[src/rtl/ofmap_writeback.sv]
// Output writeback stage: requantizes accumulator results, packs them into
// scratchpad words and writes them out through a 2-entry word FIFO.
// LANES = SRAM_DATA_WIDTH / DATA_WIDTH must be an integer >= 2.
module ofmap_writeback #(
  parameter int unsigned DATA_WIDTH      = 8,
  parameter int unsigned SRAM_DATA_WIDTH = 64,
  parameter int unsigned ADDR_WIDTH      = 8
) (
  input  logic                         i_clk,
  input  logic                         i_nrst,
  input  logic                         i_reg_clear,
  input  logic [2*DATA_WIDTH-1:0]      i_ofmap,
  input  logic                         i_ofmap_valid,
  input  logic                         i_done,
  input  logic                         i_relu_en,
  input  logic [3:0]                   i_shift,
  input  logic [ADDR_WIDTH-1:0]        i_base_addr,
  output logic [SRAM_DATA_WIDTH-1:0]   o_wr_data,
  output logic [ADDR_WIDTH-1:0]        o_wr_addr,
  output logic                         o_wr_en,
  input  logic                         i_wr_ready,
  output logic [ADDR_WIDTH:0]          o_word_count,
  output logic                         o_overflow,
  output logic                         o_done
);

  localparam int unsigned ACC_W  = 2 * DATA_WIDTH;
  localparam int unsigned LANES  = SRAM_DATA_WIDTH / DATA_WIDTH;
  localparam int unsigned LANE_W = $clog2(LANES);

  localparam logic signed [ACC_W-1:0] Q_MAX = ACC_W'(2 ** (DATA_WIDTH - 1) - 1);
  localparam logic signed [ACC_W-1:0] Q_MIN = ~Q_MAX;

  typedef enum logic [1:0] {RUN, FLUSH, DRAIN, DONE} state_t;

  state_t                      state;
  logic [LANE_W-1:0]           lane;
  logic [SRAM_DATA_WIDTH-1:0]  pack;
  logic [SRAM_DATA_WIDTH-1:0]  mem [2];
  logic                        rd_ptr;
  logic [1:0]                  fifo_count;
  logic [ADDR_WIDTH-1:0]       addr_off;

  logic signed [ACC_W-1:0]     relu_c;
  logic signed [ACC_W-1:0]     shifted_c;
  logic [DATA_WIDTH-1:0]       q_c;
  logic [SRAM_DATA_WIDTH-1:0]  word_c;
  logic [SRAM_DATA_WIDTH-1:0]  push_data_c;
  logic [LANE_W-1:0]           lane_next_c;
  logic                        accept_c;
  logic                        last_c;
  logic                        full_c;
  logic                        pop_c;
  logic                        push_c;
  logic                        push_ok_c;
  logic                        drop_c;
  logic                        wr_ptr_c;

  // Requantize: optional ReLU, arithmetic shift, saturate to DATA_WIDTH
  always_comb begin
    relu_c = $signed(i_ofmap);
    if (i_relu_en && relu_c[ACC_W-1]) relu_c = '0;
    shifted_c = relu_c >>> i_shift;
    if (shifted_c > Q_MAX)      q_c = Q_MAX[DATA_WIDTH-1:0];
    else if (shifted_c < Q_MIN) q_c = Q_MIN[DATA_WIDTH-1:0];
    else                        q_c = shifted_c[DATA_WIDTH-1:0];
  end

  // Pack word including the current element, and push/pop handshake
  always_comb begin
    word_c = pack;
    word_c[lane*DATA_WIDTH +: DATA_WIDTH] = q_c;
    accept_c = (state == RUN) && i_ofmap_valid;
    last_c   = (lane == LANE_W'(LANES - 1));
    full_c   = (fifo_count == 2'd2);
    pop_c    = (fifo_count != 2'd0) && i_wr_ready;
    // FLUSH pushes the partial word only once it fits, so it never drops
    push_c   = (accept_c && last_c) || ((state == FLUSH) && (!full_c || pop_c));
    push_ok_c = push_c && (!full_c || pop_c);
    drop_c    = push_c && !push_ok_c;
    push_data_c = (state == FLUSH) ? pack : word_c;
    // Next free slot; when full this is the slot being popped this cycle
    wr_ptr_c = rd_ptr ^ fifo_count[0];
    lane_next_c = lane;
    if (accept_c) lane_next_c = last_c ? '0 : lane + LANE_W'(1);
  end

  assign o_wr_en   = (fifo_count != 2'd0);
  assign o_wr_data = o_wr_en ? mem[rd_ptr] : '0;
  // Address is tracked as an offset so reset/clear need no async data load;
  // i_base_addr is expected to be stable between clears.
  assign o_wr_addr = i_base_addr + addr_off;

  // Control FSM, packing register, FIFO and status flags
  always_ff @(posedge i_clk or negedge i_nrst) begin
    if (!i_nrst) begin
      state        <= RUN;
      lane         <= '0;
      pack         <= '0;
      mem[0]       <= '0;
      mem[1]       <= '0;
      rd_ptr       <= 1'b0;
      fifo_count   <= 2'd0;
      addr_off     <= '0;
      o_word_count <= '0;
      o_overflow   <= 1'b0;
      o_done       <= 1'b0;
    end else if (i_reg_clear) begin
      state        <= RUN;
      lane         <= '0;
      pack         <= '0;
      mem[0]       <= '0;
      mem[1]       <= '0;
      rd_ptr       <= 1'b0;
      fifo_count   <= 2'd0;
      addr_off     <= '0;
      o_word_count <= '0;
      o_overflow   <= 1'b0;
      o_done       <= 1'b0;
    end else begin
      if (pop_c) begin
        rd_ptr       <= ~rd_ptr;
        addr_off     <= addr_off + ADDR_WIDTH'(1);
        o_word_count <= o_word_count + (ADDR_WIDTH + 1)'(1);
      end
      if (push_ok_c) mem[wr_ptr_c] <= push_data_c;
      case ({push_ok_c, pop_c})
        2'b10:   fifo_count <= fifo_count + 2'd1;
        2'b01:   fifo_count <= fifo_count - 2'd1;
        default: fifo_count <= fifo_count;
      endcase
      if (drop_c || (i_ofmap_valid && (state != RUN))) o_overflow <= 1'b1;
      o_done <= (state == DONE);

      case (state)
        RUN: begin
          if (accept_c) begin
            lane <= lane_next_c;
            pack <= last_c ? '0 : word_c;
          end
          if (i_done) state <= (lane_next_c != '0) ? FLUSH : DRAIN;
        end
        FLUSH: begin
          if (push_ok_c) begin
            lane  <= '0;
            pack  <= '0;
            state <= DRAIN;
          end
        end
        DRAIN: begin
          if (fifo_count == 2'd0) state <= DONE;
        end
        default: state <= DONE;
      endcase
    end
  end

endmodule

[config.mk]
export PLATFORM = sky130hd
export DESIGN_NAME = ofmap_writeback
export DESIGN_NICKNAME = d
export VERILOG_FILES = /design/src/rtl/ofmap_writeback.sv
export SDC_FILE = /design/constraint.sdc
export NUM_CORES = 1
export LEC_CHECK = 0
export CAP_MARGIN = 20
export CORE_MARGIN = 1.5
export CORE_UTILIZATION = 40
export DETAILED_ROUTE_END_ITERATION = 6
export GPL_ROUTABILITY_DRIVEN = 1
export SKIP_CTS_REPAIR_TIMING = 1
export SLEW_MARGIN = 20
export SYNTH_ARGS = -nofsm -noshare
export SYNTH_HDL_FRONTEND = slang
export SYNTH_SLANG_ARGS = --single-unit
[constraint.sdc]
create_clock -name i_clk -period 3.47 [get_ports i_clk]
set_input_delay 0.347 -clock i_clk [delete_from_list [all_inputs] [get_ports i_clk]]
set_output_delay 0.347 -clock i_clk [all_outputs]
set_load 0.05 [all_outputs]
* Yosys cells after proc, flatten, opt, wreduce, memory -nomap -nowiden *
Cells that the tools add are included.

word-level totals
  bits in registers = 219
  latch bits = 0
  memory bits (writable) = 0
  ROM bits = 0
  bits of input ports = 35
  output and inout bits = 84
  logic and storage cells = 109
  memories = 0

cells by class
  add/subtract/negate cells = 7
  multipliers = 0
  divide/modulo/power cells = 0
  order comparisons = 5
  equal/unequal tests = 11
  shifts and indexed selects = 3
  mux-type cells = 42
  bitwise logic cells = 4
  reduce and logical (&&, ||, !) cells = 26

operators with widths
  cell                       count
  $mux W64                   10
  $mux W128                  2
  $bwmux W128                1
  $pmux W64 S2               1
  $bwmux W64                 1
  $demux W64 S1              1
  $shift A8 B34 Y64 const A  1
  $shiftx A8 B34 Y64         1
  $neg A6 Y34                1
  $mux W8                    4
  $mux W9                    2
  $gt A16 B8 Y1 const B      1
  $lt A16 B8 Y1 const B      1
  $mux W16                   1
  $sshr A16 B4 Y16           1
  $mux W3                    5
  $mux W2                    6
  $ne A3 B3 Y1 const B       4
  $reduce_bool A2 Y1         5
  $add A9 B1 Y9 const B      1
  $logic_and A1 B1 Y1        9
  $reduce_bool A3 Y1         3
  $add A8 B1 Y8 const B      1
  $add A8 B8 Y8              1
  19 further kinds           34

* Logic depth before layout (Yosys ltp) *
Gate-level depths: netlist of run 1.

  word-level depth = 12
  gate-level depth with buffers = 11

* Worst setup path before layout of run 1 *
No wires, ideal clock.

  kind = reg2reg
  start = register lane[0]
  end = register mem[100] (netlist name)
  arrival = 2693 ps
  data required time = 3340 ps
  setup slack = 647 ps
  stages on the path, launching flop included = 10
  period minus slack after synthesis = 2823 ps
  path through = dfrtp_1 -> inv_1 -> ha_1 -> clkbuf_1 -> or4b_2 -> a21oi_1 -> nand2_1 -> clkbuf_1 -> a32oi_1 -> o21ai_0

on the way
  cells in the longest elaborated chain, start to end = 7

RTL lines
  element                                                  line  RTL
  start, declared                                          37    logic [LANE_W-1:0] lane;
  start signal, assigned                                   138   lane <= lane_next_c;
  $neg A6 Y34                                              72    word_c[lane*DATA_WIDTH +: DATA_WIDTH] = q_c;
  $shiftx A8 B34 Y64 or $shift A8 B34 Y64 (tied branches)  72
  $bwmux W64                                               72
  $mux W64                                                 81    push_data_c = (state == FLUSH) ? pack : word_c;
  $bwmux W128                                              126   if (push_ok_c) mem[wr_ptr_c] <= push_data_c;
  $mux W128                                                126
  $mux W128                                                108   end else if (i_reg_clear) begin
  end signal, assigned by index                            126
  end, declared                                            39    logic [SRAM_DATA_WIDTH-1:0] mem [2];

Parallel ways exist; a longest one is shown, timed or not. The select of a mux whose other input is x is not followed.
A chain may end at the register's enable or synchronous reset.

* Worst setup path after layout of run 1 *
  start = register addr_off[0]
  end = output port o_wr_addr[4]

on the way
  cells in the longest elaborated chain, start to end = 1

RTL lines
  element                 line  RTL
  start, declared         42    logic [ADDR_WIDTH-1:0] addr_off;
  start signal, assigned  123   addr_off <= addr_off + ADDR_WIDTH'(1);
  $add A8 B8 Y8           92    assign o_wr_addr = i_base_addr + addr_off;
  end, declared           19    output logic [ADDR_WIDTH-1:0] o_wr_addr,

Every way passes these cells.

==> results of run 1 <==
==> synthesized netlist by cell type (all sizes together) (8+ instances only) <==
cell	n
and3	10
nand3	19
mux2i	80
or3	9
nand2	113
nor2	130
inv	16
o21ai	201
clkbuf	40
xnor2	11
dfrtp	219
xor2	12
mux4	11
and2	10
nand4	8
a32oi	28
ha	16
nor3	10
buf	36
a21oi	24
a22oi	87
==> state kept, by name (all words and copies together), names as in the netlist <==
name	flops
lane	3
o_overflow	1
state	2
mem	128
o_word_count	9
addr_off	8
fifo_count	2
rd_ptr	1
pack	64
o_done	1
==> layout by cell type (no fill, tap or decap), drive strengths merged, types with 10 or more instances in the layout <==
cell type / Yosys / layout
nand2: 113 / 113
buf: 36 / 71
and3: 10 / 10
a22oi: 87 / 87
ha: 16 / 16
o21ai: 201 / 201
xnor2: 11 / 11
clkdlybuf4s50: 0 / 115
xor2: 12 / 12
nor2: 130 / 130
nand3: 19 / 19
a32oi: 28 / 28
inv: 16 / 16
nor3: 10 / 10
clkbuf: 40 / 35
a21oi: 24 / 24
mux2i: 80 / 80
mux4: 11 / 11
and2: 10 / 10
dfrtp: 219 / 219
==> tightest hold or removal path: cells and delay by family, from the launching register on <==
kind | cells | cell delay [ps]
AOI/OAI and AO/OA | 1 | 60
and+or+nand+nor | 1 | 50
DFF | 1 | 340
==> stage by stage <==
step / TNS [ps] / cells / worst slack (ps) / power [mW] / util [%]
floorplan: 0 / 1159 / 646.9 / 3.745 / -
global placement: -8944 / 1646 / -228.8 / 4.380 / 47.65
detailed placement: -6994 / 1646 / -267.6 / 4.390 / 47.67
CTS: 0 / 1686 / 176.5 / 6.836 / 50.39
global route: 0 / 1689 / 4.024 / 7.096 / 50.54
finish: 0 / 1689 / 207.2 / 6.802 / 50.54
==> worst max-delay path by stage <==
stage | startpoint | to | slack, ps
after CTS | addr_off[0] | o_wr_addr[4] | 180
after global routing | lane[0] | mem[16] | 4
after detailed placement | i_shift[0] | mem[29] | -270
final | addr_off[0] | o_wr_addr[4] | 210
after global placement | i_shift[0] | mem[24] | -230
after floorplan | lane[0] | mem[100] | 650
==> cell type report <==
cell class	instances	area, sq um
Fill cell	2626	13740
Sequential cell	219	5484
Timing Repair Buffer	188	1798
Tap cell	378	473.0
Inverter	16	60.06
Clock buffer	34	696.9
Multi-Input combinational cell	848	5469
Clock inverter	6	58.81
==> logic make-up (layout without fill, tap and decap cells) <==
logic type,count (synthesis),in the layout,synth area share [%]
AND/OR/NAND/NOR,330,330,12.94
adder cells (fa/ha/maj),17,17,1.945
XOR/XNOR,23,23,1.780
flip-flops,219,219,48.41
buffers and inverters,92,244,3.603
multiplexers,97,97,9.860
AO/OA/AOI/OAI,381,381,21.45
==> metal layers <==
layer	global-route usage, %	up-vias	share of wire (%)
met5	0	-	0
li1	-	4511	-
met1	29.92	4764	45
met3	2.324	40	4.6
met2	37.15	244	48
met4	6.827	0	2.4
==> power by group through the flow <==
| stage | clock [mW] | combinational [mW] | sequential (mW) |
|---|---|---|---|
| after floorplan | 0 | 1.01 | 2.73 |
| after global placement | 0 | 1.61 | 2.77 |
| after detailed placement | 0 | 1.61 | 2.78 |
| after CTS | 2.49 | 1.62 | 2.73 |
| after global routing | 2.60 | 1.76 | 2.74 |
| final | 2.45 | 1.62 | 2.73 |
==> results.toml, run 1 <==
[sta]
max_slew.worst_pin.slew_ps = 827.0
hold_viol = 0
layout_min_cycle_time_ps = 3263
worst_hold_slack_ps = 476.2
relSlewSlack_pct = 44.49
finalSetupViolations = 0
final-max-slew-violation-count = 0
grt_setup_unrepaired = "false"
timing.final.crit_share_pct = 94.03
finClkSkew_ps = 7.052
timing.fmax_ghz = 0.3065

[yosys]
ys_top_cells_by_area = "dfrtp_1, mux2i_1, o21ai_1, a22oi_1, nor2_1"
synth_top_area_share_pct = 48.41
synth-seq-cells = 219
async_reset_ff_share_pct = 100.0
synth_edf_count = 0
synth_warnings = 0
yosysUniqueCellTypes = 62
syn_inst = 1159
ys.flop_type = "dfrtp_1"
syn_area_sq_um = 11320
yosys.area.top_type = "dfrtp_1"
avgSynthCellArea_sq_um = 9.767
syn-num-nets = 1211
yosysSeqAreaShare_pct = 48.41

[clocking]
clk_path_buf_depth = 3
tritoncts = "done"
cts-root-buf = "clkbuf_16"
clk_latency_ps = 510
cts_buffers = 23
cts.clk_slew.worst_paths_ps = 60
htreeDepth = 1
clock_sinks = 219

[worst_setup_path]
path_buf_inv = 3
setup.worst_path.end_class = "output port"
critical_path_class = "register to output port"
r2r_slack_ps = 250
reg2regPathDepth = 9
critPathMostFrequentCell = "inv_1"
r2r_start = "lane[0]"
critPathMaxFanout = 5
crit_path_max_incr_delay_ps = 820
critPathArrivalTime_ps = 2920
cp-start-kind = "register"
cp_top_family = "buffers and inverters"
crit_required_ps = 3120
critical_path.slowest_cell = "clkdlybuf4s50_1"
worstPathCellList = "ha_1 -> inv_1 -> fa_1 -> inv_1 -> a21oi_1 -> o21bai_1 -> xor2_1 -> clkdlybuf4s50_1"
cp_num_cells = 8
timing.rr.end = "mem[29]"

[power_and_ir_drop]
power.switching_mw = 2.216
switching_share_pct = 32.58
powerDensity_nw_per_um2 = 484.5
p_leak_nw = 5.750
seqPwrFrac_pct = 40.2
peakVddDrop_v = 0.0003090
p_int_mw = 4.586
comb_power_share_pct = 23.8
power_frac_clock_pct = 36.0

[place]
gp_congestion = 0.8711
io_buffers = 118
dpl.hpwl_microns = 21700
placed_area_sq_um = 13240

[global_routing]
grt_pass1_vias = 9229
grt_max_degree = 88
grtUsageTotal_pct = 22.04
antenna_found_initial = 0
grt_pass1_wl_microns = 50740
grt_overflow = 0

[die]
die_h_microns = 171.2
initial_core_util_pct = 40.74
die_x_microns = 171.2
dieArea_sq_um = 29320
ios = 119
core_area_sq_um = 27780
placementRows = 61

[detailed_routing]
antenna_left = 0
wl_per_cell_microns = 18.85
drt-initial-drc-count = 627
via_per_inst = 5.660
wl_microns = 31840
drt-pass1-iter-count = 5
num_vias = 9559
drc_errors = 0

[layout]
diodes = 0
final_area_sq_um = 14040
syn_to_final_growth_pct = 24.03
drive_gt1_share_pct = 11.44
nets = 1348

[job]
max_cap_violations = 0

[worst_hold_path]
hold_depth = 2
min_path_type = "register to register"
holdPathEnd = "mem[39]"
hp-start = "mem[39]"

[status]
status = "finished clean"
No activity file was read; power rests on OpenSTA's default activity.
==> run 2, diff against run 1 <==
CORE_ASPECT_RATIO = 0.75   (was unset)
==> run 2 against run 1 <==
  * Via count shrank 2.1%
  * Fmax decreased by 1.2%
  * Non-clock buffer count is 17 lower
  * Wire length fell by 0.95%
  * Final area down 1.1%
  * Critical path type unchanged
  * Largest power group unchanged
==> results.toml, run 2 (synthesized netlist as in run 1, its figures left out) <==
[layout]
syn_to_final_growth_pct = 22.60
most-common-layout-cells = "dfrtp_1, o21ai_1, nor2_1, clkdlybuf4s50_1, nand2_1"
top_regs = "mem (128), pack (64), o_word_count (9)"
drive_gt1_share_pct = 10.12
fin_util_pct = 49.71
largest_reg_flops = 128
regMostFlops = "mem"
nets = 1331
instances_no_fill = 1679
final_common_cell = "dfrtp_1"
diodes = 0

[clocking]
cts-root-buf = "clkbuf_16"
htreeDepth = 1
clk_path_buf_depth = 3
clk_latency_ps = 510
cts.clk_slew.worst_paths_ps = 60
cts_buffers = 23
tritoncts = "done"
clock_sinks = 219

[job]
max_cap_violations = 0

[detailed_routing]
drt-pass1-iter-count = 4
drt-initial-drc-count = 572
wl_microns = 31540
via_per_inst = 5.576
antenna_left = 0
wl_per_cell_microns = 18.78
drc_errors = 0
num_vias = 9362

[power_and_ir_drop]
comb_power_share_pct = 24.1
peakVddDrop_v = 0.0003050
power_frac_clock_pct = 35.3
switching_share_pct = 33.31
powerDensity_nw_per_um2 = 483.4
p_leak_nw = 5.647
seqPwrFrac_pct = 40.6
p_int_mw = 4.475
power.switching_mw = 2.235

[place]
dp_cells = 1638
io_buffers = 118
pre_cts_ws_ps = 233.6
dpl.hpwl_microns = 20940
gp_congestion = 0.8841

[global_routing]
grt_pass1_vias = 9046
antenna_found_initial = 0
grt_overflow = 0
grt_max_degree = 70
grtUsageTotal_pct = 21.74
grt_pass1_wl_microns = 50600

[die]
die_h_microns = 148.7
ios = 119
initial_core_util_pct = 40.55
dieArea_sq_um = 29330
die_x_microns = 197.2
core_area_sq_um = 27920
placementRows = 53

[worst_setup_path]
setup.worst_path.end_class = "output port"
cp-start-kind = "register"
critPathArrivalTime_ps = 2950
crit_required_ps = 3120
crit_path_max_incr_delay_ps = 810
critical_path.slowest_cell = "clkdlybuf4s50_1"
critPathMostFrequentCell = "a21oi_1"
critPathMaxFanout = 6
worstPathCellList = "ha_1 -> a21o_1 -> a21oi_1 -> o21bai_1 -> a21oi_1 -> xnor2_1 -> clkdlybuf4s50_1"
critical_path_class = "register to output port"

[sta]
worst_hold_slack_ps = 382.9
relSlewSlack_pct = 46.61
setup-tns-final_ps = 0
finClkSkew_ps = 10.66
layout_min_cycle_time_ps = 3302
timing.fmax_ghz = 0.3029
final-max-slew-violation-count = 0
hold_viol = 0
timing.final.crit_share_pct = 95.15
max_slew.worst_pin.slew_ps = 795.5
setup_ws_ps = 168.2
finalSetupViolations = 0
grt_setup_unrepaired = "false"

[status]
status = "finished clean"

[worst_hold_path]
min_path_type = "primary input to asynchronous set/reset pin"
[run 2: cell types whose count changed in the layout (fill, tap and decap cells not counted)]
cell,before,now
buf_4,63,46
clkbuf_8,9,4
clkinv_2,4,7
buf_12,6,8
buf_8,2,0
clkbuf_1,3,5
clkinv_4,1,0
clkinvlp_4,0,1
nor2_2,2,3
nor2_4,4,3
[run 2: path summary, 6_finish.rpt]
kind,start,end,slack (ps),cells after the start
max reg2reg,lane[0],mem[39],380,8
min reg2reg,mem[55],mem[55],480,2
max in group asynchronous,i_nrst,mem[22],2230,3
max,addr_off[1],o_wr_addr[5],170,7
min in group i_clk,mem[55],mem[55],480,2
min,i_nrst,addr_off[4],380,2
[run 2: area by class of cell]
type                       count  area (sq um)
fill                        2575         14040
sequential                   219          5484
multi-input combinational    848          5464
timing repair buffer         171          1680
clock buffer                  31         635.6
tap                          385         481.7
clock inverter                 9         72.57
inverter                      16         60.06
[run 2: critical path, delay by kind of cell (launching register included)]
kind,cells,cell delay [ps]
compound gates,4,740
xor+xnor,1,140
fa+ha+maj,1,300
buf+inv,1,810
flops,1,450
[run 2: metrics by stage]
stage	power, mW	cell area (sq um)
after global placement	4.368	13160
after CTS	6.759	13870
final	6.709	13880
after detailed placement	4.383	13160
after global routing	7.010	13880
after floorplan	3.745	11320
[run 2: power groups by stage]
stage,logic (mW),clock network (mW),registers [mW]
2_1_floorplan,1.01,0,2.73
3_5_place_dp,1.61,0,2.77
4_1_cts,1.62,2.42,2.72
6_report,1.62,2.37,2.72
3_3_place_gp,1.60,0,2.77
5_1_grt,1.75,2.52,2.74
[run 2: routing by layer]
metal | routed length [microns] | GRT usage [%]
met5 | 0 | 0
met4 | 425 | 4.122
met2 | 13770 | 33.22
met1 | 15510 | 33.18
met3 | 1841 | 2.721
==> run 3, diff against run 2 <==
SLEW_MARGIN = unset   (was 20)
==> results of run 3 <==
Final layout, timing and power as in run 2 (identical DEF).
